**config.mk**
```make
export PLATFORM = sky130hd
export DESIGN_NAME = reg_access_arbiter
export DESIGN_NICKNAME = d
export VERILOG_FILES = /design/src/rtl/reg_access_arbiter.sv
export SDC_FILE = /design/constraint.sdc
export NUM_CORES = 1
export LEC_CHECK = 0
export CAP_MARGIN = 20
export CORE_AREA = 5 5 171 173
export CTS_BUF_LIST = sky130_fd_sc_hd__clkbuf_8
export DETAILED_ROUTE_END_ITERATION = 10
export DIE_AREA = 0 0 176 178
export GPL_TIMING_DRIVEN = 0
export PLACE_DENSITY_LB_ADDON = 0.25
export SYNTH_ARGS = -nofsm -noshare
export SYNTH_HDL_FRONTEND = slang
export SYNTH_SLANG_ARGS = --single-unit
```
**constraint.sdc**
```tcl
create_clock -name clk -period 3.65 [get_ports clk]
set_input_delay 0.5475 -clock clk [delete_from_list [all_inputs] [get_ports clk]]
set_output_delay 0.5475 -clock clk [all_outputs]
set_load 0.1 [all_outputs]
```
**src/rtl/reg_access_arbiter.sv**
```systemverilog
// -----------------------------------------------------------------------------
// reg_access_arbiter
//
// Shares one bank of REG_NUM register modules between two requesters
// (A = host config port, B = debug/test port). One transaction is in flight at
// a time. Each access walks IDLE -> ACC -> WAIT -> RESP -> IDLE:
//   IDLE : round-robin pick, payload and decoded address latched on acceptance
//   ACC  : single-cycle one-hot select strobe to the addressed register
//   WAIT : select dropped, addressed read slice captured at the end of cycle
//   RESP : one-cycle response pulse to the winner only
//
// Ports
//   clk, rst_n                        clock, asynchronous active-low reset
//   a_req_valid/wr/addr/wdata         requester A request (held until ready)
//   a_req_ready                       A accepted this cycle (combinational)
//   a_rsp_valid/rdata/err             A one-cycle response
//   b_*                               same set for requester B
//   reg_wr_sel                        one-hot register select (bit i -> reg i)
//   reg_wr_rd                         1 = write, 0 = read (shared)
//   reg_wr_data                       write data (shared)
//   reg_rd_bus                        concatenated register read outputs
// -----------------------------------------------------------------------------
module reg_access_arbiter #(
  parameter int REG_WIDTH  = 32,
  parameter int ADDR_WIDTH = 8,
  parameter int REG_NUM    = 8
) (
  input  logic                         clk,
  input  logic                         rst_n,
  input  logic                         a_req_valid,
  input  logic                         a_req_wr,
  input  logic [ADDR_WIDTH-1:0]        a_req_addr,
  input  logic [REG_WIDTH-1:0]         a_req_wdata,
  output logic                         a_req_ready,
  output logic                         a_rsp_valid,
  output logic [REG_WIDTH-1:0]         a_rsp_rdata,
  output logic                         a_rsp_err,
  input  logic                         b_req_valid,
  input  logic                         b_req_wr,
  input  logic [ADDR_WIDTH-1:0]        b_req_addr,
  input  logic [REG_WIDTH-1:0]         b_req_wdata,
  output logic                         b_req_ready,
  output logic                         b_rsp_valid,
  output logic [REG_WIDTH-1:0]         b_rsp_rdata,
  output logic                         b_rsp_err,
  output logic [REG_NUM-1:0]           reg_wr_sel,
  output logic                         reg_wr_rd,
  output logic [REG_WIDTH-1:0]         reg_wr_data,
  input  logic [REG_NUM*REG_WIDTH-1:0] reg_rd_bus
);

  localparam int IDX_W = ADDR_WIDTH - 2;

  typedef enum logic [1:0] {
    ST_IDLE = 2'd0,
    ST_ACC  = 2'd1,
    ST_WAIT = 2'd2,
    ST_RESP = 2'd3
  } state_e;

  // One-hot register select; all-zero for an erroneous address so that
  // no register ever sees a strobe for it.
  function automatic logic [REG_NUM-1:0] onehot_sel(input logic [IDX_W-1:0] idx,
                                                    input logic             err);
    logic [REG_NUM-1:0] sel;
    sel = '0;
    for (int i = 0; i < REG_NUM; i++) begin
      sel[i] = (32'(idx) == 32'(i)) & ~err;
    end
    return sel;
  endfunction

  state_e                 state_q, state_d;
  logic                   last_grant_q, last_grant_d;   // 0 = A, 1 = B
  logic                   winner_q, winner_d;           // 0 = A, 1 = B
  logic [IDX_W-1:0]       idx_q, idx_d;
  logic                   err_q, err_d;
  logic [REG_NUM-1:0]     sel_q, sel_d;
  logic                   wr_q, wr_d;
  logic [REG_WIDTH-1:0]   wdata_q, wdata_d;
  logic                   a_rsp_valid_q, a_rsp_valid_d;
  logic [REG_WIDTH-1:0]   a_rsp_rdata_q, a_rsp_rdata_d;
  logic                   a_rsp_err_q, a_rsp_err_d;
  logic                   b_rsp_valid_q, b_rsp_valid_d;
  logic [REG_WIDTH-1:0]   b_rsp_rdata_q, b_rsp_rdata_d;
  logic                   b_rsp_err_q, b_rsp_err_d;

  logic                   win_a_s, win_b_s;
  logic                   req_wr_s;
  logic [ADDR_WIDTH-1:0]  req_addr_s;
  logic [REG_WIDTH-1:0]   req_wdata_s;
  logic [IDX_W-1:0]       req_idx_s;
  logic                   req_err_s;
  logic [REG_WIDTH-1:0]   rd_slice_s;

  // Round-robin pick, winner payload mux and address decode.
  always_comb begin
    // A sole requester always wins; on contention the one not granted last wins.
    win_a_s     = a_req_valid & (~b_req_valid | last_grant_q);
    win_b_s     = b_req_valid & (~a_req_valid | ~last_grant_q);
    req_wr_s    = 1'b0;
    req_addr_s  = '0;
    req_wdata_s = '0;
    if (win_b_s) begin
      req_wr_s    = b_req_wr;
      req_addr_s  = b_req_addr;
      req_wdata_s = b_req_wdata;
    end else begin
      req_wr_s    = a_req_wr;
      req_addr_s  = a_req_addr;
      req_wdata_s = a_req_wdata;
    end
    req_idx_s = req_addr_s[ADDR_WIDTH-1:2];
    req_err_s = (req_addr_s[1:0] != 2'b00) | (32'(req_idx_s) >= 32'(REG_NUM));
  end

  // Read slice of the latched index; OR-mux so an out-of-range index gives 0.
  always_comb begin
    rd_slice_s = '0;
    for (int i = 0; i < REG_NUM; i++) begin
      rd_slice_s = rd_slice_s |
                   (reg_rd_bus[i*REG_WIDTH +: REG_WIDTH] &
                    {REG_WIDTH{32'(idx_q) == 32'(i)}});
    end
  end

  // Next-state and registered-output logic of the access sequencer.
  always_comb begin
    state_d       = state_q;
    last_grant_d  = last_grant_q;
    winner_d      = winner_q;
    idx_d         = idx_q;
    err_d         = err_q;
    wr_d          = wr_q;
    wdata_d       = wdata_q;
    sel_d         = '0;
    a_rsp_valid_d = 1'b0;
    a_rsp_rdata_d = '0;
    a_rsp_err_d   = 1'b0;
    b_rsp_valid_d = 1'b0;
    b_rsp_rdata_d = '0;
    b_rsp_err_d   = 1'b0;
    case (state_q)
      ST_IDLE: begin
        if (win_a_s | win_b_s) begin
          state_d      = ST_ACC;
          winner_d     = win_b_s;
          last_grant_d = win_b_s;
          idx_d        = req_idx_s;
          err_d        = req_err_s;
          wr_d         = req_wr_s;
          wdata_d      = req_wdata_s;
          sel_d        = onehot_sel(req_idx_s, req_err_s);
        end else begin
          state_d = ST_IDLE;
        end
      end
      ST_ACC: begin
        state_d = ST_WAIT;
      end
      ST_WAIT: begin
        state_d = ST_RESP;
        // Response is registered here so it shows during RESP.
        if (winner_q) begin
          b_rsp_valid_d = 1'b1;
          b_rsp_err_d   = err_q;
          b_rsp_rdata_d = (~wr_q & ~err_q) ? rd_slice_s : '0;
        end else begin
          a_rsp_valid_d = 1'b1;
          a_rsp_err_d   = err_q;
          a_rsp_rdata_d = (~wr_q & ~err_q) ? rd_slice_s : '0;
        end
      end
      ST_RESP: begin
        state_d = ST_IDLE;
      end
      default: begin
        state_d = ST_IDLE;
      end
    endcase
  end

  // State and output registers; reset drops any in-flight access.
  always_ff @(posedge clk or negedge rst_n) begin
    if (!rst_n) begin
      state_q       <= ST_IDLE;
      last_grant_q  <= 1'b1;
      winner_q      <= 1'b0;
      idx_q         <= '0;
      err_q         <= 1'b0;
      wr_q          <= 1'b0;
      wdata_q       <= '0;
      sel_q         <= '0;
      a_rsp_valid_q <= 1'b0;
      a_rsp_rdata_q <= '0;
      a_rsp_err_q   <= 1'b0;
      b_rsp_valid_q <= 1'b0;
      b_rsp_rdata_q <= '0;
      b_rsp_err_q   <= 1'b0;
    end else begin
      state_q       <= state_d;
      last_grant_q  <= last_grant_d;
      winner_q      <= winner_d;
      idx_q         <= idx_d;
      err_q         <= err_d;
      wr_q          <= wr_d;
      wdata_q       <= wdata_d;
      sel_q         <= sel_d;
      a_rsp_valid_q <= a_rsp_valid_d;
      a_rsp_rdata_q <= a_rsp_rdata_d;
      a_rsp_err_q   <= a_rsp_err_d;
      b_rsp_valid_q <= b_rsp_valid_d;
      b_rsp_rdata_q <= b_rsp_rdata_d;
      b_rsp_err_q   <= b_rsp_err_d;
    end
  end

  assign a_req_ready = (state_q == ST_IDLE) & win_a_s;
  assign b_req_ready = (state_q == ST_IDLE) & win_b_s;
  assign a_rsp_valid = a_rsp_valid_q;
  assign a_rsp_rdata = a_rsp_rdata_q;
  assign a_rsp_err   = a_rsp_err_q;
  assign b_rsp_valid = b_rsp_valid_q;
  assign b_rsp_rdata = b_rsp_rdata_q;
  assign b_rsp_err   = b_rsp_err_q;
  // wr/wdata stay on the shared bus from ACC until the next acceptance.
  assign reg_wr_sel  = sel_q;
  assign reg_wr_rd   = wr_q;
  assign reg_wr_data = wdata_q;

endmodule

```
# Yosys cells after proc, flatten, opt, wreduce, memory -nomap -nowiden
# Index checks and enable logic that the tools add are counted.
dict set report word_totals {
  register_bits 120
  input_bits 342
  output_inout_bits 111
  elab_cells 95
}
dict set report classes {
  magnitude_cmp 1
  n_eq_ne 17
  mux 20
  n_bitwise 38
  n_reduce_logical 5
}
# cell n
set op_table {}
lappend op_table {{AND 32 bit} 8}
lappend op_table {{OR 32 bit} 7}
lappend op_table {{2-to-1 mux 32 bit} 6}
lappend op_table {{== test 6 x 3 -> 1 bit (second input constant)} 8}
lappend op_table {{== test 6 x 2 -> 1 bit (second input constant)} 4}
lappend op_table {{2-to-1 mux 8 bit} 3}
lappend op_table {{AND 1 bit} 13}
lappend op_table {{== test 6 x 1 -> 1 bit (second input constant)} 2}
lappend op_table {{zero test 6 bit} 2}
lappend op_table {{2-to-1 mux 1 bit} 10}
lappend op_table {{one-hot mux 2 bit (4 select lines)} 1}
lappend op_table {{greater-or-equal comparator 6 x 4 -> 1 bit (second input constant)} 1}
lappend op_table {{NOT 1 bit} 6}
lappend op_table {{== test 2 bit (second input constant)} 2}
lappend op_table {{OR 1 bit} 4}
lappend op_table {{== test 2 x 1 -> 1 bit (second input constant)} 1}
lappend op_table {{zero test 2 bit} 1}
lappend op_table {{AND reduction 2 bit} 1}
lappend op_table {{nonzero test 2 bit} 1}

# Depth between registers and ports, before layout
dict set report logic_depth {
  depth_word 12
  ltp_mapped 8
}

# Least setup slack after synthesis
# OpenSTA, ideal clock, no wires.
dict set report synth_timing {
  path_kind {input-to-output}
  start {input port b_req_valid}
  end {output port a_req_ready}
  arrival_time_ns 2.415
  path_slack_ns 0.687
  stages 5
  path_buffers 3
  cell_sequence {a21boi_1 buf_2 buf_4 buf_2 nor2_1}
}
dict set report synth_via {
  elab_chain_cells 4
}
# element line
set synth_lines {}
lappend synth_lines {{from (decl)} 38} ;# input logic b_req_valid,
lappend synth_lines {{NOT 1 bit} 99} ;# win_a_s = a_req_valid & (~b_req_valid | last_grant_q);
lappend synth_lines {{OR 1 bit} 99}
lappend synth_lines {{AND 1 bit} 99}
lappend synth_lines {{AND 1 bit} 218} ;# assign a_req_ready = (state_q == ST_IDLE) & win_a_s;
lappend synth_lines {{to (decl)} 34} ;# output logic a_req_ready,
# No other way between the ends.

# Worst setup path in the final report
dict set report layout_timing {
  start {input port b_req_valid}
  end {output port b_req_ready}
}
dict set report layout_via {
  elab_chain_cells 2
}
# element line
set layout_lines {}
lappend layout_lines {{AND 1 bit} 100} ;# win_b_s = b_req_valid & (~a_req_valid | ~last_grant_q);
lappend layout_lines {{AND 1 bit} 219} ;# assign b_req_ready = (state_q == ST_IDLE) & win_b_s;
lappend layout_lines {{to (decl)} 42} ;# output logic b_req_ready,
# No other way between the ends.

==> out/metrics.yaml <==
power_and_ir_drop:
  irDropWorstVdd_uv: 449.9
  share_seq_of_total_power_pct: 22.4
  leakage_nw: 5.012
  netSwitchingFraction_pct: 50.08
  total_switching_power_w: 0.003939
  p_clk_share_pct: 16.3
  power.internal_w: 0.003926
  combinationalPowerShare_pct: 61.3
  powerDensity_mw_per_mm2: 648.5
grt:
  grt_pass1_wl_um: 48090
  grtUsageTotal_pct: 20.63
  grt-ovfl-total: 0
  grt_start_max_net_pins: 73
  number_of_antenna_violations_at_the_first_check_in_global_routing: 1
  grt_pass1_vias: 7604
worst_setup_path:
  crit_path_category: "in2out"
  critical_r2r_capture: "a_rsp_rdata[19]"
  worst-endpoint-arrival_ns: 2.91
  timing.critical_path.from_type: "input port"
  reg2reg_from: "state_q[0]"
  required_arrival_time_at_the_worst_endpoint_ns: 3.10
  worstPathMaxFanout: 10
  ff2ff_path_depth: 6
  worst_setup_path_end_kind: "output pin"
  reg2reg_slack_ns: 1.41
timing:
  fmax_mhz: 289.3
  finalHoldViolCount: 0
  finalWorstPathRequiredPeriod_ns: 3.457
  final_setup_violation_count: 0
  timing.final.max_slew_violations: 0
  grt_setup_unrepaired: "false"
  worst_hold_slack_ns: 0.03006
  worst_slew_pin_slew_ns: 1.084
  finClkSkew_ns: 0.01586
  timing.max_slew.rel_slack_pct: 27.51
  layout_worst_path_cycle_share_pct: 94.71
die:
  placement_rows: 61
  initial_core_util_pct: 24.54
  pin_count: 453
  die-area_mm2: 0.03133
  placeable_area_mm2: 0.02748
  dieHeight_um: 178
  horizontal_die_dimension_um: 176
hold_path:
  hp-class: "in2async"
place:
  placedInstanceArea_mm2: 0.01173
  routabilityCongestion: 0.9020
  hpwl_um: 27490
  port_buffers: 452
detailed_routing:
  drt_iter0_markers: 318
  drt-total-wl_um: 33910
  num_vias: 7203
  drt-wirelength-per-cell_um: 23.02
  routed_via_density: 4.890
  met2_wirelength_um: 17960
  drc_errors: 0
  postRouteAntennaNets: 0
  wl_met1_um: 12450
  firstDrtPassIters: 5
  top_signal_layer_used: "met4"
  detailroute.wirelength.met3_um: 3104
logic_synthesis:
  synth.yosys.seq_area_share_pct: 44.55
  synth_top_cells_by_area: "sky130_fd_sc_hd__dfrtp_1 (44%), sky130_fd_sc_hd__mux4_2 (7.7%), sky130_fd_sc_hd__a221o_1 (5.0%)"
  syn_avg_cell_area_um2: 10.50
  synth_edf_count: 0
  post-synth-top-area-fraction_pct: 44.16
  syn_inst: 642
  most_numerous_cell_types_in_the_synthesized_netlist: "sky130_fd_sc_hd__dfrtp_1 (119), sky130_fd_sc_hd__nor2_1 (89), sky130_fd_sc_hd__nand2_1 (88)"
  ys_seq_elements: 120
  dominantRegCellSynth: "sky130_fd_sc_hd__dfrtp_1"
  synthesis.area_mm2: 0.006743
  yosysWarningCount: 0
  yosysTopAreaCell: "sky130_fd_sc_hd__dfrtp_1"
  synth_nets: 986
  share_of_flip_flops_with_an_asynchronous_set_or_reset_after_synthesis_pct: 100.0
  netlist-cell-type-count: 48
  yosys.cell_count.top_type: "sky130_fd_sc_hd__dfrtp_1"
cells_and_area:
  final_net_count: 1458
  area_delta_synth_final_pct: 79.88
  postLayoutCellArea_mm2: 0.01213
  diodes: 0
  final_layout_size_suffix_gt1_share_pct: 10.12
clock_tree:
  clock_tree.buffer_depth: 2
  cts_tree: "done"
  clk-insertion-delay-late_ns: 0.44
  numCtsBuffers: 17
  clkTransAtPathRegs_ns: 0.09
  cts.sink_count: 120
  cts_root_buffer: "sky130_fd_sc_hd__clkbuf_8"
  clock_tree.htree_level_count: 4
outcome:
  status: "finished, final reports clean"
job:
  drv_cap: 0
[sequential cells by signal, indices dropped and copies added, names as in the netlist]
register,flops
reg_wr_data,32
a_rsp_valid,1
a_rsp_err,1
last_grant_q,1
state_q,2
err_q,1
b_rsp_rdata,32
winner_q,1
idx_q,6
b_rsp_valid,1
b_rsp_err,1
reg_wr_rd,1
a_rsp_rdata,32
reg_wr_sel,8
[area by class of cell]
class	count	area [um2]
Clock inverter	15	167.7
Buffer	54	365.4
Inverter	9	33.78
Sequential cell	120	3004
Multi-Input combinational cell	459	3339
Fill cell	2668	15350
Tap cell	346	432.9
Timing Repair Buffer	453	4552
Clock buffer	17	234.0
[placed cells by master, fill, tap and decap left out, types with 9 or more instances in the layout]
cell type | synthesis | routed
sky130_fd_sc_hd__buf_2 | 20 | 20
sky130_fd_sc_hd__a22oi_1 | 25 | 25
sky130_fd_sc_hd__a2bb2oi_1 | 27 | 27
sky130_fd_sc_hd__buf_4 | 10 | 10
sky130_fd_sc_hd__a31oi_1 | 40 | 40
sky130_fd_sc_hd__buf_6 | 9 | 10
sky130_fd_sc_hd__clkdlybuf4s50_1 | 0 | 450
sky130_fd_sc_hd__mux4_2 | 23 | 23
sky130_fd_sc_hd__clkbuf_8 | 0 | 17
sky130_fd_sc_hd__o21ai_0 | 31 | 31
sky130_fd_sc_hd__inv_1 | 9 | 9
sky130_fd_sc_hd__a221o_1 | 34 | 34
sky130_fd_sc_hd__clkbuf_1 | 12 | 12
sky130_fd_sc_hd__mux2i_1 | 32 | 32
sky130_fd_sc_hd__dfrtp_1 | 119 | 119
sky130_fd_sc_hd__nand2_1 | 88 | 88
sky130_fd_sc_hd__nor2_1 | 89 | 89
[cell families after synthesis]
group	after synthesis	synth area share [%]
simple gates	211	14.23
compound gates	181	19.87
flops	120	44.55
mux	65	15.05
buf+inv	63	5.919
fa+ha+maj	2	0.3711
[how the worst max path moves through the flow]
| stage | startpoint | to | depth (start not counted) |
|---|---|---|---|
| floorplan | b_req_valid | a_req_ready | 5 |
| global placement | rst_n | b_rsp_rdata[13] | 1 |
| detailed placement | b_req_valid | a_req_ready | 7 |
| CTS | b_req_valid | b_req_ready | 5 |
| global route | b_req_valid | b_req_ready | 5 |
| finish | b_req_valid | b_req_ready | 5 |
[per-layer routing]
layer / up-vias / global-route usage [%]
met5: - / 0
met4: 0 / 4.288
met1: 3492 / 22.37
li1: 3347 / -
met2: 339 / 39.08
met3: 25 / 6.952
[what timing repair did]
action,in CTS,in global routing
hold buffers,0,0
buffers inserted,0,0
resized for setup,1,0
endpoints found under the setup margin,1,0
[through the flow]
stage          setup WS, ns  std cells  utilization, %    TNS, ns  power [W]
5_1_grt              0.1370       1473           44.14          0   0.008260
6_report             0.1932       1473           44.14          0   0.007866
4_1_cts              0.1708       1473           44.14          0   0.007962
3_3_place_gp         -3.043       1440           42.58    -361.07   0.006637
2_1_floorplan        0.6874        642               -          0   0.005083
3_5_place_dp      -0.004676       1441           42.69  -0.004676   0.006666
[critical path: stages]
cell and delay, ns:
sky130_fd_sc_hd__clkdlybuf4s50_1 0.56, sky130_fd_sc_hd__nand2_1 0.17, sky130_fd_sc_hd__buf_2 0.23, sky130_fd_sc_hd__nor2_1 0.20, sky130_fd_sc_hd__clkdlybuf4s50_1 1.19
[power groups by stage]
stage	Clock (W)	Combinational [W]	Sequential [W]
after floorplan	0	0.00188	0.00320
after global placement	0	0.00486	0.00178
after detailed placement	0	0.00488	0.00179
after CTS	0.00131	0.00488	0.00177
after global routing	0.00136	0.00510	0.00180
final	0.00128	0.00482	0.00176
Power figures use the tool's default switching activity.
